[config.mk]
export PLATFORM = sky130hd
export DESIGN_NAME = countdown_timer
export DESIGN_NICKNAME = d
export VERILOG_FILES = /design/src/rtl/countdown_pkg.sv /design/src/rtl/tick_gen.sv /design/src/rtl/countdown_timer.sv
export SDC_FILE = /design/constraint.sdc
export NUM_CORES = 1
export LEC_CHECK = 0
export BUFFER_PORTS_ARGS = -buffer_cell sky130_fd_sc_hd__buf_4
export CORE_ASPECT_RATIO = 0.7
export CORE_MARGIN = 2
export CORE_UTILIZATION = 64
export DETAILED_ROUTE_END_ITERATION = 10
export HOLD_SLACK_MARGIN = 0.05
export PLACE_DENSITY = 0.85
export SYNTH_ARGS = -nofsm -noshare
export SYNTH_HDL_FRONTEND = slang
export SYNTH_SLANG_ARGS = --single-unit
[constraint.sdc]
create_clock -name clk -period 7.7 [get_ports clk]
set_input_delay 0.385 -clock clk [delete_from_list [all_inputs] [get_ports clk]]
set_output_delay 0.385 -clock clk [all_outputs]
set_load 0.01 [all_outputs]
[src/rtl/countdown_pkg.sv]
// -----------------------------------------------------------------------------
// countdown_pkg
// Shared definitions for the bomb countdown timer:
//   - state_t : timer phase encoding as seen on the 'state' output
//               (0 IDLE, 1 RUNNING, 2 PAUSED, 3 DONE)
//   - sat_sub : subtraction that clamps at zero instead of wrapping
// -----------------------------------------------------------------------------
package countdown_pkg;

  typedef enum logic [1:0] {
    IDLE    = 2'd0,
    RUNNING = 2'd1,
    PAUSED  = 2'd2,
    DONE    = 2'd3
  } state_t;

  // Operands are widened to 32 bits so that a subtrahend of PENALTY+1 can
  // never overflow the count width before the comparison is made.
  function automatic logic [31:0] sat_sub(input logic [31:0] a, input logic [31:0] b);
    if (a > b) begin
      return a - b;
    end
    return 32'd0;
  endfunction

endpackage

[src/rtl/tick_gen.sv]
// -----------------------------------------------------------------------------
// tick_gen
// Prescaler that divides clk by TICK_DIV while enabled.
// Ports:
//   clk             in  : rising-edge clock
//   countdown_reset in  : asynchronous active-high reset
//   enable          in  : advance the prescaler this cycle
//   clear           in  : force the prescaler back to 0 (wins over enable)
//   wrap            out : combinational, high in the cycle whose edge wraps
//                         the prescaler; lets the parent decrement its count
//                         on the same edge that raises tick
//   tick            out : registered one-cycle pulse following each wrap
// -----------------------------------------------------------------------------
module tick_gen #(
  parameter int TICK_DIV = 50000000
) (
  input  logic clk,
  input  logic countdown_reset,
  input  logic enable,
  input  logic clear,
  output logic wrap,
  output logic tick
);

  localparam int PW = (TICK_DIV > 1) ? $clog2(TICK_DIV) : 1;
  localparam logic [PW-1:0] LAST = PW'(TICK_DIV - 1);

  logic [PW-1:0] pre_q;
  logic [PW-1:0] pre_d;
  logic          tick_q;

  assign wrap = enable && !clear && (pre_q == LAST);
  assign tick = tick_q;

  always_comb begin
    pre_d = pre_q;
    if (clear) begin
      pre_d = '0;
    end else if (enable) begin
      pre_d = wrap ? '0 : pre_q + PW'(1);
    end
  end

  always_ff @(posedge clk or posedge countdown_reset) begin
    if (countdown_reset) begin
      pre_q  <= '0;
      tick_q <= 1'b0;
    end else begin
      pre_q  <= pre_d;
      tick_q <= wrap;
    end
  end

endmodule

[src/rtl/countdown_timer.sv]
// -----------------------------------------------------------------------------
// countdown_timer
// Bomb timer for the defuse game: counts down one unit every TICK_DIV clocks
// while RUNNING, supports pause/resume, saturating penalties, a defuse freeze
// and sticky expired/defused status.
// Ports:
//   clk             in  : rising-edge clock
//   countdown_reset in  : asynchronous active-high reset
//   load            in  : load load_value, return to IDLE, clear status
//   load_value      in  : [WIDTH] value captured on load
//   start           in  : start from IDLE or resume from PAUSED
//   pause           in  : RUNNING -> PAUSED
//   penalty         in  : subtract PENALTY, clamped at 0
//   defuse          in  : freeze as defused (RUNNING or PAUSED)
//   count           out : [WIDTH] remaining time
//   state           out : [2] 0 IDLE, 1 RUNNING, 2 PAUSED, 3 DONE
//   tick            out : one-cycle pulse per prescaler wrap
//   expired         out : sticky, count reached 0 while armed
//   expire_pulse    out : one-cycle pulse on entry to DONE via expiry
//   defused         out : sticky, DONE entered via defuse
// -----------------------------------------------------------------------------
module countdown_timer
  import countdown_pkg::*;
#(
  parameter int WIDTH        = 8,
  parameter int TICK_DIV     = 50000000,
  parameter int PENALTY      = 5,
  parameter int DEFAULT_LOAD = 15
) (
  input  logic             clk,
  input  logic             countdown_reset,
  input  logic             load,
  input  logic [WIDTH-1:0] load_value,
  input  logic             start,
  input  logic             pause,
  input  logic             penalty,
  input  logic             defuse,
  output logic [WIDTH-1:0] count,
  output logic [1:0]       state,
  output logic             tick,
  output logic             expired,
  output logic             expire_pulse,
  output logic             defused
);

  state_t           state_q, state_d;
  logic [WIDTH-1:0] count_q, count_d;
  logic             expired_q, expired_d;
  logic             defused_q, defused_d;
  logic             expire_pulse_q, expire_pulse_d;

  logic             tick_enable;
  logic             tick_clear;
  logic             wrap;
  logic [31:0]      run_dec;
  logic [WIDTH-1:0] run_count;
  logic [WIDTH-1:0] pen_count;

  // The prescaler only runs when the timer genuinely stays armed this cycle;
  // load and defuse both pre-empt the tick.
  assign tick_enable = (state_q == RUNNING) && !load && !defuse;
  assign tick_clear  = load || ((state_q == IDLE) && start);

  tick_gen #(
    .TICK_DIV(TICK_DIV)
  ) u_tick_gen (
    .clk            (clk),
    .countdown_reset(countdown_reset),
    .enable         (tick_enable),
    .clear          (tick_clear),
    .wrap           (wrap),
    .tick           (tick)
  );

  // A coincident tick and penalty remove PENALTY+1 in one step.
  assign run_dec   = (wrap ? 32'd1 : 32'd0) + (penalty ? 32'(PENALTY) : 32'd0);
  assign run_count = WIDTH'(sat_sub(32'(count_q), run_dec));
  assign pen_count = WIDTH'(sat_sub(32'(count_q), 32'(PENALTY)));

  always_comb begin
    state_d        = state_q;
    count_d        = count_q;
    expired_d      = expired_q;
    defused_d      = defused_q;
    expire_pulse_d = 1'b0;

    if (load) begin
      count_d   = load_value;
      state_d   = IDLE;
      expired_d = 1'b0;
      defused_d = 1'b0;
    end else begin
      case (state_q)
        IDLE: begin
          if (start) begin
            if (count_q == '0) begin
              state_d        = DONE;
              expired_d      = 1'b1;
              expire_pulse_d = 1'b1;
            end else begin
              state_d = RUNNING;
            end
          end
        end

        RUNNING: begin
          if (defuse) begin
            state_d   = DONE;
            defused_d = 1'b1;
          end else begin
            if (run_dec != 32'd0) begin
              count_d = run_count;
            end
            // Expiry outranks a simultaneous pause.
            if ((run_dec != 32'd0) && (run_count == '0)) begin
              state_d        = DONE;
              expired_d      = 1'b1;
              expire_pulse_d = 1'b1;
            end else if (pause) begin
              state_d = PAUSED;
            end
          end
        end

        PAUSED: begin
          if (defuse) begin
            state_d   = DONE;
            defused_d = 1'b1;
          end else if (penalty && (pen_count == '0)) begin
            count_d        = '0;
            state_d        = DONE;
            expired_d      = 1'b1;
            expire_pulse_d = 1'b1;
          end else begin
            if (penalty) begin
              count_d = pen_count;
            end
            if (start) begin
              state_d = RUNNING;
            end
          end
        end

        default: begin
          // DONE: frozen until load or reset.
        end
      endcase
    end
  end

  always_ff @(posedge clk or posedge countdown_reset) begin
    if (countdown_reset) begin
      state_q        <= IDLE;
      count_q        <= WIDTH'(DEFAULT_LOAD);
      expired_q      <= 1'b0;
      defused_q      <= 1'b0;
      expire_pulse_q <= 1'b0;
    end else begin
      state_q        <= state_d;
      count_q        <= count_d;
      expired_q      <= expired_d;
      defused_q      <= defused_d;
      expire_pulse_q <= expire_pulse_d;
    end
  end

  assign count        = count_q;
  assign state        = state_q;
  assign expired      = expired_q;
  assign defused      = defused_q;
  assign expire_pulse = expire_pulse_q;

endmodule

Word level (Yosys, flattened, before mapping)
Index checks and enable logic that the tools add are counted.
- output and inout bits: 14
- flip-flop bits (word level): 40
- logic and storage cells: 99
- equality and inequality tests: 13
- magnitude comparators: 2
- mux-type cells: 47
- add/subtract/negate cells: 4
- reductions and logical operators: 26
- operator list (kind ; number):
    two-way mux 8 bit ; 10
    two-way mux 26 bit ; 3
    nonzero test 32 bit ; 1
    adder 26 x 1 -> 26 bit, second input constant ; 1
    == test 26 bit, second input constant ; 1
    logical NOT 8 bit ; 3
    two-way mux 1 bit ; 20
    two-way mux 2 bit ; 9
    case mux 8 bit (2 select lines) ; 1
    inequality test 3 bit, second input constant ; 4
    inequality test 3 x 2 -> 1 bit, second input constant ; 3
    > comparator 8 x 3 -> 1 bit, second input constant ; 1
    > comparator 8 x 4 -> 1 bit ; 1
    subtractor 8 x 3 -> 8 bit, second input constant ; 1
    subtractor 8 x 4 -> 8 bit ; 1
    logical AND 1 bit ; 7
    AND reduction 7 bit ; 1
    case mux 1 bit (3 select lines) ; 2
    case mux 2 bit (3 select lines) ; 1
    nonzero test 2 bit ; 3
    inequality test 5 x 4 -> 1 bit, second input constant ; 1
    inequality test 5 bit, second input constant ; 1
    AND reduction 5 bit ; 1
    adder 1 x 3 -> 4 bit ; 1
    other kinds (12) ; 14

Logic depth before layout (Yosys ltp)
Gate-level depths: netlist of the first run.
- depth after elaboration: 17
- gate-level depth with buffers: 16
- mapped depth without buffers: 15

Cells and area by module
From an unflattened synthesis of the first run, not the netlist that was laid out.
- cell total of the unflattened synthesis: 376
- area total of the unflattened synthesis: 3154.3 µm²
- by module, submodules not included (module ; area each (µm²) ; times used ; cells an instance):
    tick_gen ; 1715.4 ; 1 ; 196
    countdown_timer ; 1438.9 ; 1 ; 180

Worst setup path before layout of the first run
No wires, ideal clock.
- path kind: flip-flop to flip-flop
- start point: reg state_q[1], in the netlist state[1]
- end point: reg state_q[1], in the netlist state[1]
- arrival time: 3.810 ns
- setup slack: 3.763 ns
- path buffers: 1
- required time: 7.572 ns
- stages on the path, launching flop included: 17
- cell sequence: dfrtp_1 > inv_1 > ha_1 > buf_2 > or3b_2 > a21oi_1 > nand2_1 > ha_1 > ha_1 > inv_1 > fa_1 > a21o_1 > a211oi_4 > a41oi_2 > a2111oi_4 > o31ai_2 > mux2_1
- word-level cells in the longest chain between the ends: 17
- RTL lines (what ; RTL line ; RTL):
    start, declared ; countdown_timer.sv:46 ; state_t state_q, state_d;
    start signal, assigned ; countdown_timer.sv:159 ; state_q <= state_d;
    logical NOT 2 bit ; countdown_timer.sv:62, countdown_timer.sv:93 ;
    logical AND 1 bit ; countdown_timer.sv:62 ; assign tick_clear = load || ((state_q == IDLE) && start);
    logical OR 1 bit ; countdown_timer.sv:62 ;
    logical NOT 1 bit ; tick_gen.sv:32 ; assign wrap = enable && !clear && (pre_q == LAST);
    logical AND 1 bit (2 in a row) ; tick_gen.sv:32 ;
    two-way mux 1 bit ; countdown_timer.sv:76 ; assign run_dec = (wrap ? 32'd1 : 32'd0) + (penalty ? 32'(PENALTY) : 32'd0);
    adder 1 x 3 -> 4 bit ; countdown_timer.sv:76 ;
    subtractor 8 x 4 -> 8 bit or > comparator 8 x 4 -> 1 bit (tied branches) ; countdown_pkg.sv:21, countdown_pkg.sv:20 ;
    two-way mux 8 bit or two-way mux 1 bit (tied branches) ; countdown_pkg.sv:20 ; if (a > b) begin
    two-way mux 8 bit ; countdown_pkg.sv:23 ; return 32'd0;
    logical NOT 8 bit ; countdown_timer.sv:115 ; if ((run_dec != 32'd0) && (run_count == '0)) begin
    logical AND 1 bit ; countdown_timer.sv:115 ;
    two-way mux 2 bit ; countdown_timer.sv:115 ;
    two-way mux 2 bit ; countdown_timer.sv:107 ; if (defuse) begin
    case mux 2 bit (3 select lines) ; countdown_timer.sv:93 ; case (state_q)
    two-way mux 2 bit ; countdown_timer.sv:87 ; if (load) begin
Parallel ways exist; a longest one is shown, timed or not. The select of a mux whose other input is x is not followed.
A chain may end at the register's enable or synchronous reset.

Worst setup path in the final report of the first run
Ends and elaborated chain as after synthesis.

==> results of run 1 <==
-- power by group --
group	total, uW	leakage, uW	internal (uW)	switching [uW]
Sequential	296	0.000533	243	53.8
Clock	170	0.0000552	96.2	74.0
Combinational	429	0.000751	174	254
-- through the flow --
stage	worst slack [ns]	hold slack, ns	total power, uW	util
after global placement	3.55	0.307	705	0.718
final	3.26	0.348	895	0.745
after global routing	3.01	0.349	949	0.745
after detailed placement	3.37	0.322	707	0.718
after CTS	3.29	0.343	883	0.745
after floorplan	3.76	0.443	590	-
-- area by class of cell --
cell class              instances  share of cell area
multi-input cells             276               0.547
repair buffers                 31              0.0729
well taps                      55              0.0213
flip-flops and latches         40               0.312
clock inverters                 2              0.0109
inverters                      12              0.0140
clock buffers                   6              0.0225
-- routing by layer --
layer / global-route usage / vias up / wire length (microns)
met3: 0.0953 / 13 / 790
met1: 0.449 / 1324 / 3530
met2: 0.456 / 156 / 3160
met5: 0 / - / 0
li1: - / 1307 / -
met4: 0.0760 / 0 / 110
-- cell usage in the layout (no fill, tap or decap), drive strengths merged, types with 5 or more instances in the layout --
cell / Yosys / layout
buf: 6 / 30
a21oi: 16 / 16
nand4: 6 / 6
nand3: 16 / 16
nand2b: 5 / 5
o31ai: 7 / 7
o22ai: 5 / 5
nor2: 21 / 21
ha: 13 / 13
clkbuf: 8 / 6
a31oi: 7 / 7
nor3: 9 / 9
nand2: 46 / 46
xor2: 9 / 9
o21ai: 41 / 41
or2: 5 / 5
nor2b: 5 / 5
inv: 11 / 11
dfrtp: 36 / 36
-- worst max path at each step --
stage	start	end	slack, ns
after global routing	state[1]	state[1]	3.01
final	state[1]	state[1]	3.26
after CTS	state[1]	state[1]	3.29
after detailed placement	state[1]	state[1]	3.37
after global placement	state[1]	state[1]	3.55
after floorplan	state[1]	state[1]	3.76
-- kinds of logic after synthesis --
logic type | after synthesis | share of synthesized area
flops | 40 | 0.349
xor+xnor | 11 | 0.0334
simple gates | 140 | 0.244
buf+inv | 26 | 0.0407
compound gates | 107 | 0.255
fa+ha+maj | 14 | 0.0633
mux | 4 | 0.0152
-- registers in the layout, indices dropped and copies added (netlist names) --
name,flops
count,8
defused,1
expire_pulse,1
expired,1
state,2
u_tick_gen.pre_q,26
u_tick_gen.tick,1
==> flow_metrics.tcl, run 1 <==
set metrics [dict create \
    drive_gt1_frac 0.155 \
    timing.final.crit_share 0.577 \
    vias 2800 \
    peakVddDrop_uv 202 \
    timing.reg2reg.worst_path_depth 15 \
    cp_peak_stage_delay_ns 0.55 \
    startpoint_of_the_most_critical_hold_path "defuse" \
    cp_num_cells 15 \
    critPathTopFamily "compound AO/OA/AOI/OAI gates" \
    critPathRequiredTime_ns 7.88 \
    drt_iter0_drc 271 \
    area.sequential_sq_um 1010 \
    drt_wl_total_microns 7590 \
    clock_tree.htree_level_count 2 \
    yosys_warning_total 0 \
    floorplan.die_area_sq_um 5070 \
    cp_num_buf_inv 2 \
    postCtsSetupBuffers 0 \
    syn2layout_area_growth_pct 11.7 \
    critical_path.slowest_cell "or3b_2" \
    arrival_ns 4.62 \
    postRouteAntennaNets 0 \
    gp_congestion 0.966 \
    cts-resized-gates 0 \
    grt_util_all_layers 0.310 \
    synth.most_common_cell "nand2_1" \
    whs_endpoint "expire_pulse" \
    grt_remaining_overflow 0 \
    setup_viol 0 \
    place.detailed.instances 413 \
    grt_max_degree 36 \
    post_synth_main_area_contributors "dfrtp_1 (31%), o21ai_0 (7.1%), nand2_1 (6.0%), ha_1 (5.6%), dfstp_2 (3.6%)" \
    dr.pass1.iters 4 \
    cts.root.buffer_cell "clkbuf_8" \
    min_path_cells 2 \
    finish.cell_count_without_fillers 422 \
    area_occupied_by_multi_input_gates_sq_um 1760 \
    placement_rows 20 \
    max_slew.worst_pin.slew_ns 1.18 \
    ys_seq_area_frac 0.349 \
    num-fill-cells 344 \
    timing.setup.tns_ns 0 \
    ys_types 61 \
    cts_max_path_buffers 2 \
    post-route-cell-area_sq_um 3230 \
    wire_per_inst_microns 18.0 \
    total_leakage_power_uw 0.00134 \
    synth_nets 371 \
    clock_insertion_delay_worst_skew_ns 0.30 \
    vias_in_the_first_global_route 2472 \
    post_synth.cell_area_avg_sq_um 8.44 \
    count_of_boundary_i_o_pins 29 \
    synthesis.instances 342 \
    number_of_synthesized_flops_with_an_enable_pin 0 \
    startpoint_types "register" \
    finish.net_count 395 \
    path_common_cell "ha_1" \
    rr_endpoint "state[1]" \
    cts.sinks 40 \
    hold_viol_final 0 \
    max-cap-violations 0 \
    worstReg2RegStart "state[1]" \
    worst-path-max-fanout 10 \
    antenna_found_initial 0 \
    clkTransAtPathRegs_ns 0.08 \
    worstSetupPathType "register to register" \
    die_y_microns 60.2 \
    post-dp-hpwl_microns 5320 \
    reg2reg_setup_slack_ns 3.26 \
    power_density_nw_per_um2 277 \
    floorplan.die.width_microns 84.3 \
    timing.fmax_mhz 225 \
    cts_made_buffers 5 \
    slew_headroom 0.211 \
    global_route_wire_length_before_repair_microns 12200 \
    timing.hold.worst.class "primary input to register" \
    synth-async-reset-ratio 1.00 \
    ys_dominant_reg_cell "dfrtp_1" \
    synth_seq_cells 40 \
    io_buffers 28 \
    post_synth_most_frequent_cells "nand2_1 (46), o21ai_0 (41), dfrtp_1 (36)" \
    synthesis.area_sq_um 2890 \
    fin_crit_ns 4.44 \
    run_status "finished, final reports clean" \
    yosys.area.top_type "dfrtp_1" \
    critical_path.cell_chain "inv_1, ha_1, or3b_2, a21oi_1, nand2_1, ha_1, ha_1, inv_1, fa_1, a21o_1, a211oi_4, a41oi_2, a2111oi_4, o31ai_2, mux2_1" \
    cts_hold_buffers 1 \
    antennaDiodeCount 0 \
    unrepaired_setup_endpoints_after_global_routing "false" \
    finClkSkew_ns 0.00714 \
    avgViaCountPerCell 6.64 \
    tritoncts_clock_tree "yes" \
    critical_path.endpoint_type "register" \
    drcViolationCount 0 \
    yosys.area.top_type_share 0.312 \
    floorplan.initialDensity 0.667 \
    core_sq_um 4330 \
    place_area_sq_um 3110 \
    final-max-slew-violation-count 0 \
]
Power figures use the tool's default switching activity.
==> run 2: changes to the inputs <==
--- a/config.mk
+++ b/config.mk
@@ -8,10 +8,10 @@
 export BUFFER_PORTS_ARGS = -buffer_cell sky130_fd_sc_hd__buf_4
 export CORE_ASPECT_RATIO = 0.7
 export CORE_MARGIN = 2
-export CORE_UTILIZATION = 64
+export CORE_UTILIZATION = 54
 export DETAILED_ROUTE_END_ITERATION = 10
 export HOLD_SLACK_MARGIN = 0.05
-export PLACE_DENSITY = 0.85
+export PLACE_DENSITY = 0.77
 export SYNTH_ARGS = -nofsm -noshare
 export SYNTH_HDL_FRONTEND = slang
 export SYNTH_SLANG_ARGS = --single-unit
==> constraint.sdc (replaced) <==
create_clock -name clk -period 3.84 [get_ports clk]
set_input_delay 0.192 -clock clk [delete_from_list [all_inputs] [get_ports clk]]
set_output_delay 0.192 -clock clk [all_outputs]
set_load 0.01 [all_outputs]
==> flow_metrics.tcl, run 2 (same netlist as run 1, synthesis figures left out) <==
set metrics [dict create \
    finClkSkew_ns 0.00736 \
    unrepaired_setup_endpoints_after_global_routing "true" \
    cts_made_buffers 5 \
    critical_path.slowest_cell "a2111oi_4" \
    grt_max_degree 41 \
    tritoncts_clock_tree "yes" \
    whs_endpoint "expire_pulse" \
    peakVddDrop_uv 457 \
    total_leakage_power_uw 0.00146 \
    most-common-layout-cells "buf_4 (46), nand2_1 (45), o21ai_0 (41)" \
    cts.root.buffer_cell "clkbuf_8" \
    floorplan.die_area_sq_um 5960 \
    antenna_found_initial 0 \
    clkTransAtPathRegs_ns 0.07 \
    final_util 0.671 \
    wire_per_inst_microns 17.3 \
    drive_gt1_frac 0.235 \
    final-max-slew-violation-count 0 \
    fin_crit_ns 3.78 \
    gp_congestion 0.949 \
    syn2layout_area_growth_pct 20.8 \
    drt_iter0_drc 295 \
    postRouteAntennaNets 0 \
    timing.final.crit_share 0.984 \
    vias 2854 \
    floorplan.die.width_microns 91.4 \
    cp_peak_stage_delay_ns 0.43 \
    cts_max_path_buffers 2 \
    die_y_microns 65.2 \
    timing.hold.worst.class "primary input to register" \
    slew_headroom 0.282 \
    pre_cts_ws_ns -0.0772 \
    timing.fmax_mhz 265 \
    min_path_cells 2 \
    largest_register_ff_count 26 \
    startpoint_types "register" \
    setup_viol 0 \
    critPathRequiredTime_ns 4.03 \
    startpoint_of_the_most_critical_hold_path "defuse" \
    grt_util_all_layers 0.272 \
    placement_rows 22 \
    worstSetupPathType "register to register" \
    global_route_wire_length_before_repair_microns 12700 \
    worstReg2RegStart "state[1]" \
    regMostFlops "u_tick_gen.pre_q" \
    count_of_boundary_i_o_pins 29 \
    critPathTopFamily "compound AO/OA/AOI/OAI gates" \
    avgViaCountPerCell 6.27 \
    power_density_nw_per_um2 548 \
    timing.setup.tns_ns 0 \
    critical_path.cell_chain "inv_1, ha_1, or3b_4, a21oi_4, nand2_2, ha_1, ha_1, inv_1, fa_2, a211oi_4, xnor2_2, a41oi_2, a2111oi_4, o31ai_2, mux2_1" \
    cp_num_buf_inv 2 \
    clock_insertion_delay_worst_skew_ns 0.31 \
    hold_viol_final 0 \
    vias_in_the_first_global_route 2537 \
    commonest_non_fill_non_tap_cell_in_the_layout "buf_4" \
    setup_slack_ns 0.0603 \
    grt_remaining_overflow 0 \
    max-cap-violations 0 \
    path_common_cell "ha_1" \
    final.hold.worst_slack_ns 0.155 \
    critical_path.endpoint_type "register" \
    io_buffers 28 \
    drcViolationCount 0 \
    reg2reg_setup_slack_ns 0.06 \
    dr.pass1.iters 5 \
    floorplan.initialDensity 0.555 \
    core_sq_um 5200 \
    clock_tree.htree_level_count 2 \
    rr_endpoint "state[1]" \
    drt_wl_total_microns 7850 \
    worst-path-max-fanout 3 \
    arrival_ns 3.96 \
    timing.reg2reg.worst_path_depth 15 \
    antennaDiodeCount 0 \
    post-dp-hpwl_microns 5510 \
    run_status "finished, final reports clean" \
    max_slew.worst_pin.slew_ns 1.07 \
    cts.sinks 40 \
    finish.net_count 411 \
]
==> run 2: metrics by stage <==
stage / total power [uW] / cell area, sq um / std cells
3_5_place_dp: 1450 / 3190 / 438
4_1_cts: 1850 / 3350 / 448
6_report: 1910 / 3490 / 455
2_1_floorplan: 1190 / 2890 / 342
3_3_place_gp: 1430 / 3190 / 438
5_1_grt: 2030 / 3490 / 455
==> run 2: worst register-to-register path, stage by stage (launching register included) <==
cell,delay [ns]
dfrtp_1,0.38
inv_1,0.08
ha_1,0.17
or3b_4,0.41
a21oi_4,0.17
nand2_2,0.08
ha_1,0.29
ha_1,0.15
inv_1,0.05
fa_2,0.38
a211oi_4,0.29
xnor2_2,0.16
a41oi_2,0.17
a2111oi_4,0.43
o31ai_2,0.13
mux2_1,0.33
==> run 2: repair_timing <==
action	CTS	global route
hold buffers	1	0
setup buffers	1	7
resized for setup	3	18
hold endpoints to repair	36	0
endpoints found under the setup margin	2	7
pin swaps	1	4
==> run 2: metal layers <==
layer  vias to the layer above  GRT usage  part of all wire
met1                      1315      0.421              0.46
li1                       1336          -                 -
met2                       190      0.364              0.42
met5                         -          0                 0
met4                         0      0.106             0.013
met3                        13     0.0619              0.11
==> run 2: layout make-up <==
type,instances,area [sq um]
Clock buffer,7,96.3
Sequential cell,40,1010
Clock inverter,1,30.0
Inverter,12,45.0
Tap cell,72,90.1
Fill cell,416,1710
Multi-Input combinational cell,276,1860
Timing Repair Buffer,47,355
==> run 2: worst max-delay path by stage <==
| stage | from | to | slack, ns | cells after the start |
|---|---|---|---|---|
| after floorplan | state[1] | state[1] | 0.01 | 16 |
| after global placement | state[1] | state[1] | 0.14 | 15 |
| after detailed placement | state[1] | state[1] | -0.08 | 15 |
| after CTS | u_tick_gen.pre_q[0] | state[1] | 0.002 | 15 |
| after global routing | state[1] | state[1] | -0.06 | 15 |
| final | state[1] | state[1] | 0.06 | 15 |
==> run 2: report_power, final <==
group / switching (uW) / internal (uW)
registers: 103 / 486
clock network: 156 / 229
logic: 541 / 396
total: 800 / 1110
